`config.mk`:
```
export PLATFORM = sky130hd
export DESIGN_NAME = vga_fb_reader
export DESIGN_NICKNAME = d
export VERILOG_FILES = /design/src/rtl/vga_fb_reader.sv
export SDC_FILE = /design/constraint.sdc
export NUM_CORES = 1
export LEC_CHECK = 0
export CELL_PAD_IN_SITES_DETAIL_PLACEMENT = 1
export CELL_PAD_IN_SITES_GLOBAL_PLACEMENT = 1
export CORE_MARGIN = 8
export CORE_UTILIZATION = 40
export CTS_CLUSTER_DIAMETER = 80
export DETAILED_ROUTE_END_ITERATION = 6
export PLACE_DENSITY = 0.86
export SYNTH_ARGS = -nofsm -noshare
export SYNTH_HDL_FRONTEND = slang
export SYNTH_SLANG_ARGS = --single-unit
```
`constraint.sdc`:
```
create_clock -name clk -period 6.6 [get_ports clk]
set_input_delay 0.99 -clock clk [delete_from_list [all_inputs] [get_ports clk]]
set_output_delay 0.99 -clock clk [all_outputs]
set_load 0.005 [all_outputs]
```
`src/rtl/vga_fb_reader.sv`:
```
// 640x480@60 VGA timing generator and 1bpp framebuffer reader.
// Fetches 64-pixel groups over NUMREAD combinational read ports and double-buffers them.
module vga_fb_reader #(
    parameter int               DATA    = 8,
    parameter int               ADDR    = 16,
    parameter int               NUMREAD = 8,
    parameter logic [ADDR-1:0]  BASE    = '0,
    parameter logic [11:0]      FG      = 12'hFFF,
    parameter logic [11:0]      BG      = 12'h000
) (
    input  logic                          clk,
    input  logic                          rst_L,
    input  logic                          pix_en,
    output logic [NUMREAD-1:0][ADDR-1:0]  b_addr,
    output logic [NUMREAD-1:0]            b_re,
    input  logic [NUMREAD-1:0][DATA-1:0]  b_data,
    output logic                          hsync,
    output logic                          vsync,
    output logic                          active,
    output logic [11:0]                   vga_rgb,
    output logic                          frame_start
);
    localparam logic [ADDR-1:0] ROW_BYTES = ADDR'(80);

    logic [9:0]                   h_q, h_d, v_q, v_d;
    logic [ADDR-1:0]              row_base_q, row_base_d;
    logic                         hsync_q, hsync_d, vsync_q, vsync_d;
    logic                         active_q, active_d, frame_start_q, frame_start_d;
    logic [11:0]                  vga_rgb_q, vga_rgb_d;
    logic [NUMREAD-1:0]           b_re_q, b_re_d;
    logic [NUMREAD-1:0][ADDR-1:0] b_addr_q, b_addr_d;
    logic [NUMREAD-1:0][DATA-1:0] cur_buf_q, cur_buf_d, pend_buf_q, pend_buf_d;

    logic            pix_bit, trig1, trig2, swap;
    logic [ADDR-1:0] grp_off, next_base, fetch_base;

    always_comb begin
        pix_bit    = cur_buf_q[h_q[5:3]][3'd7 - h_q[2:0]];
        trig1      = (v_q < 10'd480) && (h_q < 10'd576) && (h_q[5:0] == 6'd32);
        trig2      = (h_q == 10'd700) && ((v_q == 10'd524) || (v_q < 10'd479));
        swap       = ((h_q < 10'd639) && (h_q[5:0] == 6'd63)) || (h_q == 10'd799);
        // T1 fetches the group after the one being displayed, hence the +1.
        grp_off    = ADDR'({h_q[9:6] + 4'd1, 3'b000});
        // row_base tracks BASE + v*80; next_base is the following row's base.
        next_base  = (v_q == 10'd524) ? BASE : row_base_q + ROW_BYTES;
        fetch_base = trig1 ? row_base_q + grp_off : next_base;

        h_d           = h_q;
        v_d           = v_q;
        row_base_d    = row_base_q;
        hsync_d       = hsync_q;
        vsync_d       = vsync_q;
        active_d      = active_q;
        vga_rgb_d     = vga_rgb_q;
        frame_start_d = 1'b0;
        b_re_d        = '0;
        b_addr_d      = b_addr_q;
        cur_buf_d     = cur_buf_q;
        pend_buf_d    = pend_buf_q;

        if (pix_en) begin
            hsync_d       = !((h_q >= 10'd656) && (h_q <= 10'd751));
            vsync_d       = !((v_q == 10'd490) || (v_q == 10'd491));
            active_d      = (h_q < 10'd640) && (v_q < 10'd480);
            vga_rgb_d     = active_d ? (pix_bit ? FG : BG) : 12'h000;
            frame_start_d = (h_q == 10'd0) && (v_q == 10'd0);

            if (h_q == 10'd799) begin
                h_d        = 10'd0;
                v_d        = (v_q == 10'd524) ? 10'd0 : v_q + 10'd1;
                row_base_d = next_base;
            end else begin
                h_d = h_q + 10'd1;
            end

            if (swap) cur_buf_d = pend_buf_q;

            if (trig1 || trig2) begin
                b_re_d = '1;
                for (int i = 0; i < NUMREAD; i++) b_addr_d[i] = fetch_base + ADDR'(i);
            end
        end

        if (b_re_q != '0) pend_buf_d = b_data;
    end

    always_ff @(posedge clk or negedge rst_L) begin
        if (!rst_L) begin
            h_q           <= '0;
            v_q           <= '0;
            row_base_q    <= BASE;
            hsync_q       <= 1'b1;
            vsync_q       <= 1'b1;
            active_q      <= 1'b0;
            vga_rgb_q     <= '0;
            frame_start_q <= 1'b0;
            b_re_q        <= '0;
            b_addr_q      <= '0;
            cur_buf_q     <= '0;
            pend_buf_q    <= '0;
        end else begin
            h_q           <= h_d;
            v_q           <= v_d;
            row_base_q    <= row_base_d;
            hsync_q       <= hsync_d;
            vsync_q       <= vsync_d;
            active_q      <= active_d;
            vga_rgb_q     <= vga_rgb_d;
            frame_start_q <= frame_start_d;
            b_re_q        <= b_re_d;
            b_addr_q      <= b_addr_d;
            cur_buf_q     <= cur_buf_d;
            pend_buf_q    <= pend_buf_d;
        end
    end

    assign hsync       = hsync_q;
    assign vsync       = vsync_q;
    assign active      = active_q;
    assign vga_rgb     = vga_rgb_q;
    assign frame_start = frame_start_q;
    assign b_re        = b_re_q;
    assign b_addr      = b_addr_q;
endmodule
```
After elaboration in Yosys (flattened, before gate mapping)
Cells that the tools add are included.
{"block": "word_totals", "reg_bits": 316, "latch_bits": 0, "ram_bits": 0, "romBits": 0, "input_bits": 67, "output_inout_bits": 152, "elab_cells": 94, "n_memories": 0}
{"block": "op_classes", "n_addsub": 13, "n_mul": 0, "div_mod_pow": 0, "order_cmp": 9, "n_eq_ne": 7, "shift": 0, "muxes": 13, "bitwise_logic": 0, "n_reduce_logical": 19}
{"operator": "16-bit by 3-bit adder with 16-bit output, second input constant", "n": 4}
{"operator": "16-bit by 2-bit adder with 16-bit output, second input constant", "n": 2}
{"operator": "16-bit 2-to-1 mux", "n": 2}
{"operator": "10-bit == test, second input constant", "n": 3}
{"operator": "10-bit less-than comparator, second input constant", "n": 3}
{"operator": "8-bit binary-select mux with 3-bit select", "n": 1}
{"operator": "12-bit 2-to-1 mux", "n": 2}
{"operator": "8-bit 2-to-1 mux", "n": 3}
{"operator": "10-bit by 1-bit adder with 10-bit output, second input constant", "n": 2}
{"operator": "10-bit by 9-bit == test with 1-bit output, second input constant", "n": 2}
{"operator": "10-bit zero test", "n": 2}
{"operator": "10-bit by 9-bit less-than comparator with 1-bit output, second input constant", "n": 2}
{"operator": "10-bit 2-to-1 mux", "n": 2}
{"operator": "16-bit by 1-bit adder with 16-bit output, second input constant", "n": 1}
{"operator": "16-bit by 7-bit adder with 16-bit output", "n": 1}
{"operator": "16-bit by 7-bit adder with 16-bit output, second input constant", "n": 1}
{"operator": "6-bit == test, second input constant", "n": 2}
{"operator": "10-bit >= comparator, second input constant", "n": 1}
{"operator": "10-bit <= comparator, second input constant", "n": 1}
{"operator": "3-bit by 4-bit less-than comparator with 1-bit output, second input constant", "n": 2}
{"operator": "8-bit nonzero test", "n": 1}
{"operator": "1-bit logical AND", "n": 7}
{"operator": "2-bit AND reduction", "n": 3}
{"operator": "4-bit by 1-bit adder with 4-bit output, second input constant", "n": 1}
{"operator": "other kinds (5)", "n": 10}

Longest topological paths before layout
Gate-level depths: netlist (run 1).
{"block": "logic_depth", "ltp_word": 6, "mapped_depth": 16, "depth_no_buf": 13}

Worst setup path before layout (run 1)
No wires, ideal clock.
{"block": "synth_path", "path_kind": "flip-flop to flip-flop", "startpoint": "register v_q[0]", "endpoint": "register b_addr_q, in the netlist b_addr[88]", "setup_ps": 133, "arrival_time_ps": 3374, "required_time_ps": 6467, "setup_slack_ps": 3093, "stages_incl_launch_ff": 16, "n_path_buf": 4, "period_less_slack_ps": 3507, "path_cell_list": "dfrtp_1 -> inv_1 -> ha_1 -> or4b_4 -> or4_4 -> buf_6 -> buf_6 -> buf_6 -> nand2_2 -> inv_1 -> ha_1 -> clkbuf_1 -> a21oi_1 -> nand2b_1 -> xor2_1 -> o21ai_0"}
{"block": "synth_via", "elab_chain_len": 5, "word_cells_on_any_way": 12, "classes_between": "1 x add/sub; 2 x order compare; 1 x eq/ne; 2 x mux; 6 x reduce/logical"}
{"element": "from (decl)", "line": "25", "rtl": "logic [9:0] h_q, h_d, v_q, v_d;"}
{"element": "from (signal assigned)", "line": "103", "rtl": "v_q <= v_d;"}
{"element": "10-bit by 9-bit less-than comparator with 1-bit output", "line": "39", "rtl": "trig1 = (v_q < 10'd480) && (h_q < 10'd576) && (h_q[5:0] == 6'd32);"}
{"element": "1-bit logical AND (2 in a row)", "line": "39"}
{"element": "16-bit 2-to-1 mux (*)", "line": "46", "rtl": "fetch_base = trig1 ? row_base_q + grp_off : next_base;"}
{"element": "via fetch_base[2]", "line": "35", "rtl": "logic [ADDR-1:0] grp_off, next_base, fetch_base;"}
{"element": "16-bit by 3-bit adder with 16-bit output (*)", "line": "80", "rtl": "for (int i = 0; i < NUMREAD; i++) b_addr_d[i] = fetch_base + ADDR'(i);"}
{"element": "to (signal assigned)", "line": "111", "rtl": "b_addr_q <= b_addr_d;"}
{"element": "to (decl)", "line": "31", "rtl": "logic [NUMREAD-1:0][ADDR-1:0] b_addr_q, b_addr_d;"}
The timed path passes the listed nets; every way through them passes the cells marked *.
A chain may end at the register's enable or synchronous reset.

Worst setup path in the final report (run 1)
{"block": "layout_path", "startpoint": "register h_q[7]", "endpoint": "register b_addr_q, in the netlist b_addr[62]"}
{"block": "layout_via", "elab_chain_len": 5, "word_cells_on_any_way": 11, "classes_between": "3 x add/sub; 1 x order compare; 1 x eq/ne; 1 x mux; 5 x reduce/logical"}
{"element": "from (decl)", "line": "25"}
{"element": "from (signal assigned)", "line": "89", "rtl": "h_q <= '0;"}
{"element": "from (signal assigned)", "line": "102", "rtl": "h_q <= h_d;"}
{"element": "branches (longest 5 deep; another with 16-bit by 7-bit adder with 16-bit output)"}
Several ways; the timed one is not identified.

==> metrics, run 1 <==
run status=complete, no violations; setup violators final=0; element type at the critical path start=flop; leading cell types by count after synthesis=286 x dfrtp_1, 167 x nand2_1, 128 x mux2_2; RSZ-0062 raised after global routing=no; CTS tree=done; Netlist cell types=97; antenna violations before repair=0; Total Routed Length=47,200 microns; Worst Setup SP=h_q[7]$_DFFE_PN0P_; syn_area_per_cell=10.9 sq um; Crit Path Category=flop to flop; Post-CTS Setup Bufs=0; internal power=3640 uW; syn_nets=1,427; initial drt markers=811; Worst R2R Start=h_q[7]$_DFFE_PN0P_; # H-tree levels=2; Vias per Instance=5.68; Clock Tree Buf Depth=3; HPWL Detailed=33,000 microns; Relative slew margins=0.185; Most used DFF post-synth=dfrtp_1; worst slew pin tran=1.22 ns; largest cells by area after synthesis=dfrtp_1 49%, mux2_2 9.9%, nand2_1 4.3%; most common cell in the netlist=dfrtp_1; post-cts sizing count=0; Worst Hold Class=input pin to async pin; Worst path top cell family by delay=simple AND/OR/NAND/NOR gates; Non-Filler Instances=1,977; total core area=36,300 sq um; final hold vios=0; layout cell share with drive strength beyond 1=0.172; Worst Path Max Fanout=14; post-synth top area cell=dfrtp_1; # clock sinks=288; I/O pins=219; Worst Path Required=7.04 ns; fmax=211 MHz; die width=207 microns; clock skew=0.0309 ns; placed insts=1,918; Layout area overhead=23.3%; number of synthesized flops with an enable pin=0; top-area cell type share of the netlist area=0.490; grt ovf=0; Initial Util=0.402; Max-cap violations=0; final setup TNS=0 ns; Worst-path clk slew=0.06 ns; synthesized area=14,600 sq um; GRT Total Usage=0.220; pin count of the biggest net entering global routing=130; fin crit share=0.719; leakage power=0.00774 uW; Psw=1340 uW; Flop pwr share=0.448; Post-Syn Instances=1,334; IO buf count=218; VDD IR max=0.000291 V; first-pass GRT wire length=73,400 microns; Worst-Skew Late Latency=0.53 ns; min Tclk post-route=4.75 ns; Logic pwr share=0.156; site row count=70; Sw Share=0.269; post-synthesis sequential area ratio=0.494; CP bufs+invs=2; DRT Pass-1 Iters=5; Crit-path slowest cell=a32oi_2; asr flop ratio synth=1.00; Final ANT Viol Nets=0; vias=11,227; CP peak stage delay=0.81 ns; Post-layout nets=1,579; DRC Markers=0; TritonCTS Buffers=34; critical path arrival=5.18 ns; critical path, cell by cell=inv_1 -> ha_1 -> inv_1 -> fa_1 -> nand2b_1 -> a211oi_1 -> a31oi_1 -> a32oi_2 -> nand3_1 -> or3_1 -> or4_1 -> nand3_1; ant diodes=0; routability cong.=0.895; hold_buf cts=0; area of the die=42,800 sq um; WL per Instance=23.9 microns; Root Buffer=clkbuf_16; register bit total from synthesis=288; crit path capture type=flop; Clk pwr share=0.396; count of final max-slew check failures=0; Synthesis Warnings=0; vias in the first global route=11,983; overall power=4970 uW; PwrDens=276 nW/um^2; Die Ht=207 microns
-- power by group through the flow --
stage | Sequential [uW] | Clock [uW] | Combinational (uW)
final | 2230 | 1970 | 775
after global routing | 2250 | 2060 | 836
after CTS | 2230 | 2000 | 790
after detailed placement | 2240 | 0 | 771
after global placement | 2210 | 0 | 723
after floorplan | 2130 | 0 | 453
-- worst reg2reg max path, cell delays in order, from the launching register on --
cell	delay (ns)
dfrtp_1	0.50
inv_1	0.14
ha_1	0.32
inv_1	0.06
fa_1	0.44
nand2b_1	0.27
a211oi_1	0.42
a31oi_1	0.15
a32oi_2	0.81
nand3_1	0.42
or3_1	0.51
or4_1	0.50
nand3_1	0.10
-- area by class of cell --
class,count,area (sq um)
well taps,468,586
fillers,3862,18300
clock buffers,48,995
inverters,24,90.1
repair buffers,229,2280
flip-flops and latches,288,7210
clock inverters,11,168
multi-input cells,909,6670
-- cells in the final DEF (no fill, tap or decap), types with 25 or more instances in the layout --
master	netlist	layout
o21ai_0	118	118
a21oi_1	25	25
mux2_2	128	128
clkbuf_16	0	35
nand2_1	167	166
nand3_1	35	35
dfrtp_1	286	285
ha_1	25	25
clkdlybuf4s50_1	0	217
xnor2_1	68	68
nor2_1	63	63
-- kinds of logic (layout without fill, tap and decap cells) --
kind of cell / after synthesis / in the layout / share of synthesized area
buf+inv: 137 / 312 / 0.0491
flops: 288 / 288 / 0.494
compound gates: 261 / 261 / 0.120
mux: 151 / 151 / 0.133
simple gates: 385 / 385 / 0.129
xor+xnor: 86 / 86 / 0.0516
fa+ha+maj: 26 / 26 / 0.0228
-- layer usage --
layer	share of wire	GRT usage
met3	0.057	0.0382
met4	0.033	0.0794
met2	0.51	0.385
met1	0.40	0.269
met5	0	0
-- stage by stage --
step	setup slack, ns	utilization	hold WS, ns	area [sq um]
floorplan	3.09	-	0.463	14600
global placement	2.15	0.464	0.455	16800
detailed placement	1.99	0.464	0.462	16800
CTS	1.89	0.496	0.479	18000
global route	1.65	0.496	0.496	18000
finish	1.85	0.496	0.470	18000
-- flip-flops by register name, indices dropped and copies added, names as in the netlist --
register	flops
row_base_q	16
vga_rgb	1
hsync	1
vsync	1
h_q	10
frame_start	1
cur_buf_q	64
v_q	10
b_re	1
pend_buf_q	64
active	1
b_addr	118
-- worst paths after layout --
path / slack (ns) / cells past startpoint / to
setup / recovery: 1.85 / 12 / b_addr[62]$_DFFE_PN0P_
hold / removal: 0.47 / 1 / b_addr[27]$_DFFE_PN0P_
setup reg to reg: 1.85 / 12 / b_addr[62]$_DFFE_PN0P_
hold reg to reg: 0.48 / 2 / b_addr[121]$_DFFE_PN0P_
max in group asynchronous: 4.76 / 2 / b_addr[85]$_DFFE_PN0P_
min in group clk: 0.48 / 2 / b_addr[121]$_DFFE_PN0P_
Power figures use the tool's default switching activity.
==> run 2: changes to the inputs <==
Settings changed: CORE_UTILIZATION 40 to 39, PLACE_DENSITY 0.86 to 0.88.
Clock period 6.6 ns to 4.05 ns, I/O delays scaled along.
==> run 2 against run 1 <==
Count of clock-buffer cells in the layout down 7; via count increased by 1.3%; clock power grew 45%; critical path depth decreased by 1; cell count grew 1.7%; final area up 0.76%; sequential power grew 61%; sequential cell count unchanged; die area up 2.4%; critical path type unchanged; largest power group unchanged.
==> metrics, run 2 (synthesis results as in run 1) <==
# fillers=3,937; fin crit share=0.965; element type at the critical path start=flop; initial drt markers=678; Initial Util=0.392; Logic pwr share=0.170; Worst-path clk slew=0.07 ns; area of the die=43,900 sq um; Placed Area=17,100 sq um; RSZ-0062 raised after global routing=yes; Total Routed Length=48,500 microns; TritonCTS Buffers=30; Root Buffer=clkbuf_16; final hold vios=0; pin count of the biggest net entering global routing=97; layout cell share with drive strength beyond 1=0.193; VDD IR max=0.000544 V; setup violators final=0; Worst Path Required=4.50 ns; commonest non-fill, non-tap cells in the layout=284 x dfrtp_1, 217 x clkdlybuf4s50_1, 166 x nand2_1, 128 x mux2_2, 118 x o21ai_0; hold_ws=0.0772 ns; Relative slew margins=0.404; routability cong.=0.904; grt ovf=0; die width=209 microns; Worst Path Max Fanout=15; HPWL Detailed=34,200 microns; count of final max-slew check failures=0; first-pass GRT wire length=75,600 microns; Final ANT Viol Nets=0; internal power=5610 uW; Vias per Instance=5.65; total core area=37,200 sq um; antenna violations before repair=1; vias in the first global route=12,306; ant diodes=0; DRT Pass-1 Iters=5; clock skew=0.00984 ns; Worst path top cell family by delay=simple AND/OR/NAND/NOR gates; worst slew pin tran=0.893 ns; GRT Total Usage=0.217; Largest register FFs=118; r2r setup slk=0.14 ns; Post-CTS Setup Bufs=0; # clock sinks=288; Max-cap violations=0; hold_buf cts=0; fmax=256 MHz; Post-layout nets=1,606; Sw Share=0.276; Clock Tree Buf Depth=3; FF-to-FF End=b_addr[61]$_DFFE_PN0P_; Worst Setup SP=v_q[0]$_DFFE_PN0P_; CTS tree=done; CP bufs+invs=2; leakage power=0.00782 uW; Die Ht=209 microns; vias=11,369; I/O pins=219; crit path capture type=flop; reg2reg path depth=11; IO buf count=218; WL per Instance=24.1 microns; Reg area=7210 sq um; Worst Hold Class=input pin to async pin; min Tclk post-route=3.91 ns; fin area=18,100 sq um; PwrDens=427 nW/um^2; critical path arrival=4.36 ns; # H-tree levels=1; Crit Path Category=flop to flop; Flop pwr share=0.462; critical path, cell by cell=inv_1 -> ha_1 -> or4b_4 -> or4_4 -> nand2_1 -> inv_1 -> ha_1 -> a31oi_2 -> nor2_1 -> and3_1 -> a221o_1; site row count=71; leading cell type in the layout, fill and taps excluded=dfrtp_1; run status=complete, no violations; Worst R2R Start=v_q[0]$_DFFE_PN0P_; area of the multi-input gates=6690 sq um; Worst-Skew Late Latency=0.57 ns; Layout area overhead=24.3%; DRC Markers=0; CP peak stage delay=0.64 ns; Clk pwr share=0.368; Crit-path slowest cell=or4_4; Psw=2140 uW
## run 2: metrics by stage
step | setup WS, ns | total power, uW | setup TNS (ns) | std cells | util
final | 0.142 | 7740 | 0 | 2011 | 0.487
after global routing | -0.0535 | 8020 | -0.139 | 2011 | 0.487
after CTS | 0.147 | 7800 | 0 | 2011 | 0.487
after detailed placement | 0.195 | 4910 | 0 | 1955 | 0.459
after global placement | 0.374 | 4780 | 0 | 1955 | 0.459
after floorplan | 0.543 | 4210 | 0 | 1334 | -
## run 2: layout make-up
| class | count | share of cell area |
|---|---|---|
| clock buffers | 41 | 0.0482 |
| clock inverters | 15 | 0.00786 |
| inverters | 24 | 0.00497 |
| multi-input cells | 909 | 0.369 |
| flip-flops and latches | 288 | 0.398 |
| well taps | 474 | 0.0327 |
| repair buffers | 260 | 0.140 |
## run 2: what timing repair did
action	in CTS	in global routing
endpoints found under the setup margin	0	27
resized for setup	0	6
hold endpoints to repair	0	0
## run 2: worst max-delay path by stage
stage	end	slack, ns	depth (start not counted)
6_report	b_addr[61]$_DFFE_PN0P_	0.14	11
5_1_grt	b_addr[42]$_DFFE_PN0P_	-0.05	13
4_1_cts	b_addr[62]$_DFFE_PN0P_	0.15	12
3_5_place_dp	b_addr[62]$_DFFE_PN0P_	0.20	12
3_3_place_gp	b_addr[126]$_DFFE_PN0P_	0.37	12
2_1_floorplan	b_addr[88]$_DFFE_PN0P_	0.54	15
## run 2: power by group through the flow
stage                     registers [uW]  logic (uW)  clock network [uW]
after floorplan                     3470         738                   0
after global placement              3540        1230                   0
after detailed placement            3590        1310                   0
after CTS                           3570        1340                2890
after global routing                3610        1430                2990
final                               3580        1320                2850
## run 2: worst register-to-register path: stages (launching register included)
cell     delay, ns
dfrtp_1       0.45
inv_1         0.13
ha_1          0.14
or4b_4        0.51
or4_4         0.65
nand2_1       0.30
inv_1         0.24
ha_1          0.31
a31oi_2       0.33
nor2_1        0.21
and3_1        0.26
a221o_1       0.26
## run 2: metal layers
metal / part of all wire / up-vias / GRT usage
met3: 0.053 / 116 / 0.0391
met5: 0.00027 / - / 0
met4: 0.040 / 2 / 0.0841
met1: 0.40 / 5838 / 0.263
met2: 0.51 / 375 / 0.378
li1: - / 5038 / -
==> run 3: changes to the inputs <==
Settings changed: ABC_AREA set to 1, CORE_UTILIZATION 39 to 37, HOLD_SLACK_MARGIN set to 0.06.
==> run 3 against run 2 <==
Sequential power is 4% higher; combinational power is 110% higher; worst hold slack worse by 0.0089 ns; die area is 5.0% higher; largest cell class unchanged; largest power group unchanged.
==> metrics, run 3 <==
critical path, cell by cell=inv_1 -> ha_1 -> nand2_4 -> nor2_8 -> inv_1 -> nor2_2 -> nand2_2 -> nand2_2 -> nand2_4 -> inv_4 -> ha_1 -> inv_1 -> o21ai_0 -> inv_1 -> nor2_1 -> nand3_1 -> nand2_1 -> nand2_1 -> nand2_1; Most used DFF post-synth=dfrtp_1; initial drt markers=943; post-synthesis sequential area ratio=0.494; area of the die=46,100 sq um; final hold vios=0; Worst Setup Slack, final=0.338 ns; Psw=3500 uW; antenna violations before repair=0; hold_buf cts=0; hold_ws=0.0683 ns; Netlist cell types=52; # clock sinks=288; Worst path top cell family by delay=simple AND/OR/NAND/NOR gates; IO buf count=218; Post-Place Setup Slack=0.575 ns; Worst Path Required=4.54 ns; post-synth top area cell=dfrtp_1; setup violators final=0; Crit-path slowest cell=o21ai_0; I/O pins=219; Worst-Skew Late Latency=0.55 ns; element type at the critical path start=flop; total core area=38,800 sq um; crit path capture type=flop; commonest non-fill, non-tap cells in the layout=456 x nand2_1, 285 x dfrtp_1, 217 x clkdlybuf4s50_1, 167 x inv_1, 162 x o21ai_0; die width=215 microns; post-cts sizing count=0; Max-cap violations=0; Relative slew margins=0.409; Non-Filler Instances=2,469; most common cell in the netlist=nand2_1; ant diodes=0; RSZ-0062 raised after global routing=no; Most Frequent Cell on Critical Path=inv_1; placed insts=2,408; Clk pwr share=0.334; CP peak stage delay=0.55 ns; first-pass GRT wire length=81,000 microns; HPWL Detailed=35,200 microns; DRT Pass-1 Iters=5; number of synthesized flops with an enable pin=0; TritonCTS Buffers=35; Vias per Instance=5.44; leading cell types by count after synthesis=457 x nand2_1, 286 x dfrtp_1, 167 x inv_1; min Tclk post-route=3.71 ns; Worst-path clk slew=0.07 ns; CTS tree=done; clock skew=0.0334 ns; Root Buffer=clkbuf_16; # H-tree levels=2; leading cell type in the layout, fill and taps excluded=nand2_1; vias=13,430; Worst Path Max Fanout=12; site row count=72; worst slew pin tran=0.886 ns; Logic pwr share=0.284; Post-layout nets=2,020; Flop pwr share=0.382; overall power=9770 uW; leakage power=0.00854 uW; Final ANT Viol Nets=0; final setup TNS=0 ns; Post-Syn Instances=1,749; Synthesis Warnings=0; Largest register FFs=118; CP bufs+invs=5; fmax=269 MHz; asr flop ratio synth=1.00; pin count of the biggest net entering global routing=159; Crit Path Category=flop to flop; top-area cell type share of the netlist area=0.490; Sw Share=0.358; Worst Hold Class=input pin to async pin; Total Routed Length=50,300 microns; PwrDens=535 nW/um^2; Initial Util=0.376; count of final max-slew check failures=0; WL per Instance=20.4 microns; internal power=6270 uW; run status=complete, no violations; routability cong.=0.889; grt ovf=0; register bit total from synthesis=288; syn_area_per_cell=8.34 sq um; largest cells by area after synthesis=dfrtp_1 49%, nand2_1 12%, o21ai_0 5.6%; DRC Markers=0; critical path arrival=4.20 ns; # fillers=4,532; synthesized area=14,600 sq um; syn_nets=1,842; VDD IR max=0.000300 V; vias in the first global route=14,396; fin crit share=0.916; GRT Total Usage=0.216; Post-CTS Setup Bufs=0; layout cell share with drive strength beyond 1=0.0917; Clock Tree Buf Depth=3; Layout area overhead=25.1%; Die Ht=215 microns
[run 3: cell count changes in the layout (fill, tap and decap cells not counted), moves of 28 or more]
| cell | previous run | this run |
|---|---|---|
| nor2_1 | 62 | 105 |
| nand4_1 | 12 | 40 |
| nand3_1 | 35 | 142 |
| a21oi_1 | 25 | 74 |
| inv_1 | 21 | 167 |
| mux2_2 | 128 | 32 |
| nand2_1 | 166 | 456 |
| xnor2_1 | 68 | 3 |
| o21ai_0 | 118 | 162 |
[run 3: logic make-up after synthesis]
kind of cell,Yosys count,share of synthesized area
compound gates,282,0.105
xor+xnor,26,0.0156
fa+ha+maj,26,0.0228
buf+inv,278,0.0868
flops,288,0.494
mux,32,0.0247
simple gates,817,0.251
[run 3: path summary, 6_finish.rpt]
kind                                            to  cells after the start  slack, ns                    start
max                        b_addr[110]$_DFFE_PN0P_                     19       0.34       h_q[0]$_DFFE_PN0P_
min                          b_addr[1]$_DFFE_PN0P_                      1       0.07                    rst_L
max reg2reg                b_addr[110]$_DFFE_PN0P_                     19       0.34       h_q[0]$_DFFE_PN0P_
min reg2reg                b_addr[105]$_DFFE_PN0P_                      2       0.48  b_addr[105]$_DFFE_PN0P_
max in group asynchronous   b_addr[61]$_DFFE_PN0P_                      2       3.02                    rst_L
min in group clk           b_addr[105]$_DFFE_PN0P_                      2       0.48  b_addr[105]$_DFFE_PN0P_
[run 3: worst register-to-register path: stages (launching register included)]
cell,delay [ns]
dfrtp_1,0.46
inv_1,0.22
ha_1,0.26
nand2_4,0.09
nor2_8,0.11
inv_1,0.06
nor2_2,0.10
nand2_2,0.19
nand2_2,0.15
nand2_4,0.11
inv_4,0.15
ha_1,0.23
inv_1,0.05
o21ai_0,0.55
inv_1,0.24
nor2_1,0.28
nand3_1,0.13
nand2_1,0.12
nand2_1,0.09
nand2_1,0.07
[run 3: power by group through the flow]
stage	Sequential, uW	Combinational, uW	Clock (uW)
floorplan	3610	1740	0
global placement	3720	2540	0
detailed placement	3760	2670	0
CTS	3730	2750	3310
global route	3780	3050	3410
finish	3730	2770	3270
[run 3: final cells by class]
type	count	area (sq um)	area share
Multi-Input combinational cell	1183	6130	0.336
Timing Repair Buffer	240	2400	0.132
Clock buffer	50	1000	0.0550
Sequential cell	288	7210	0.395
Clock inverter	11	174	0.00953
Inverter	179	683	0.0374
Tap cell	518	648	0.0355
[run 3: stage by stage]
stage,area (sq um),utilization
6_report,18300,0.470
4_1_cts,18300,0.470
3_3_place_gp,17100,0.440
2_1_floorplan,14600,-
5_1_grt,18300,0.470
3_5_place_dp,17100,0.440
[run 3: layer usage]
layer  part of all wire  up-vias  track usage
met3              0.057      146       0.0405
met2               0.50      492        0.371
met4              0.043        0        0.102
li1                   -     6025            -
met1               0.40     6767        0.259
met5                  0        -            0
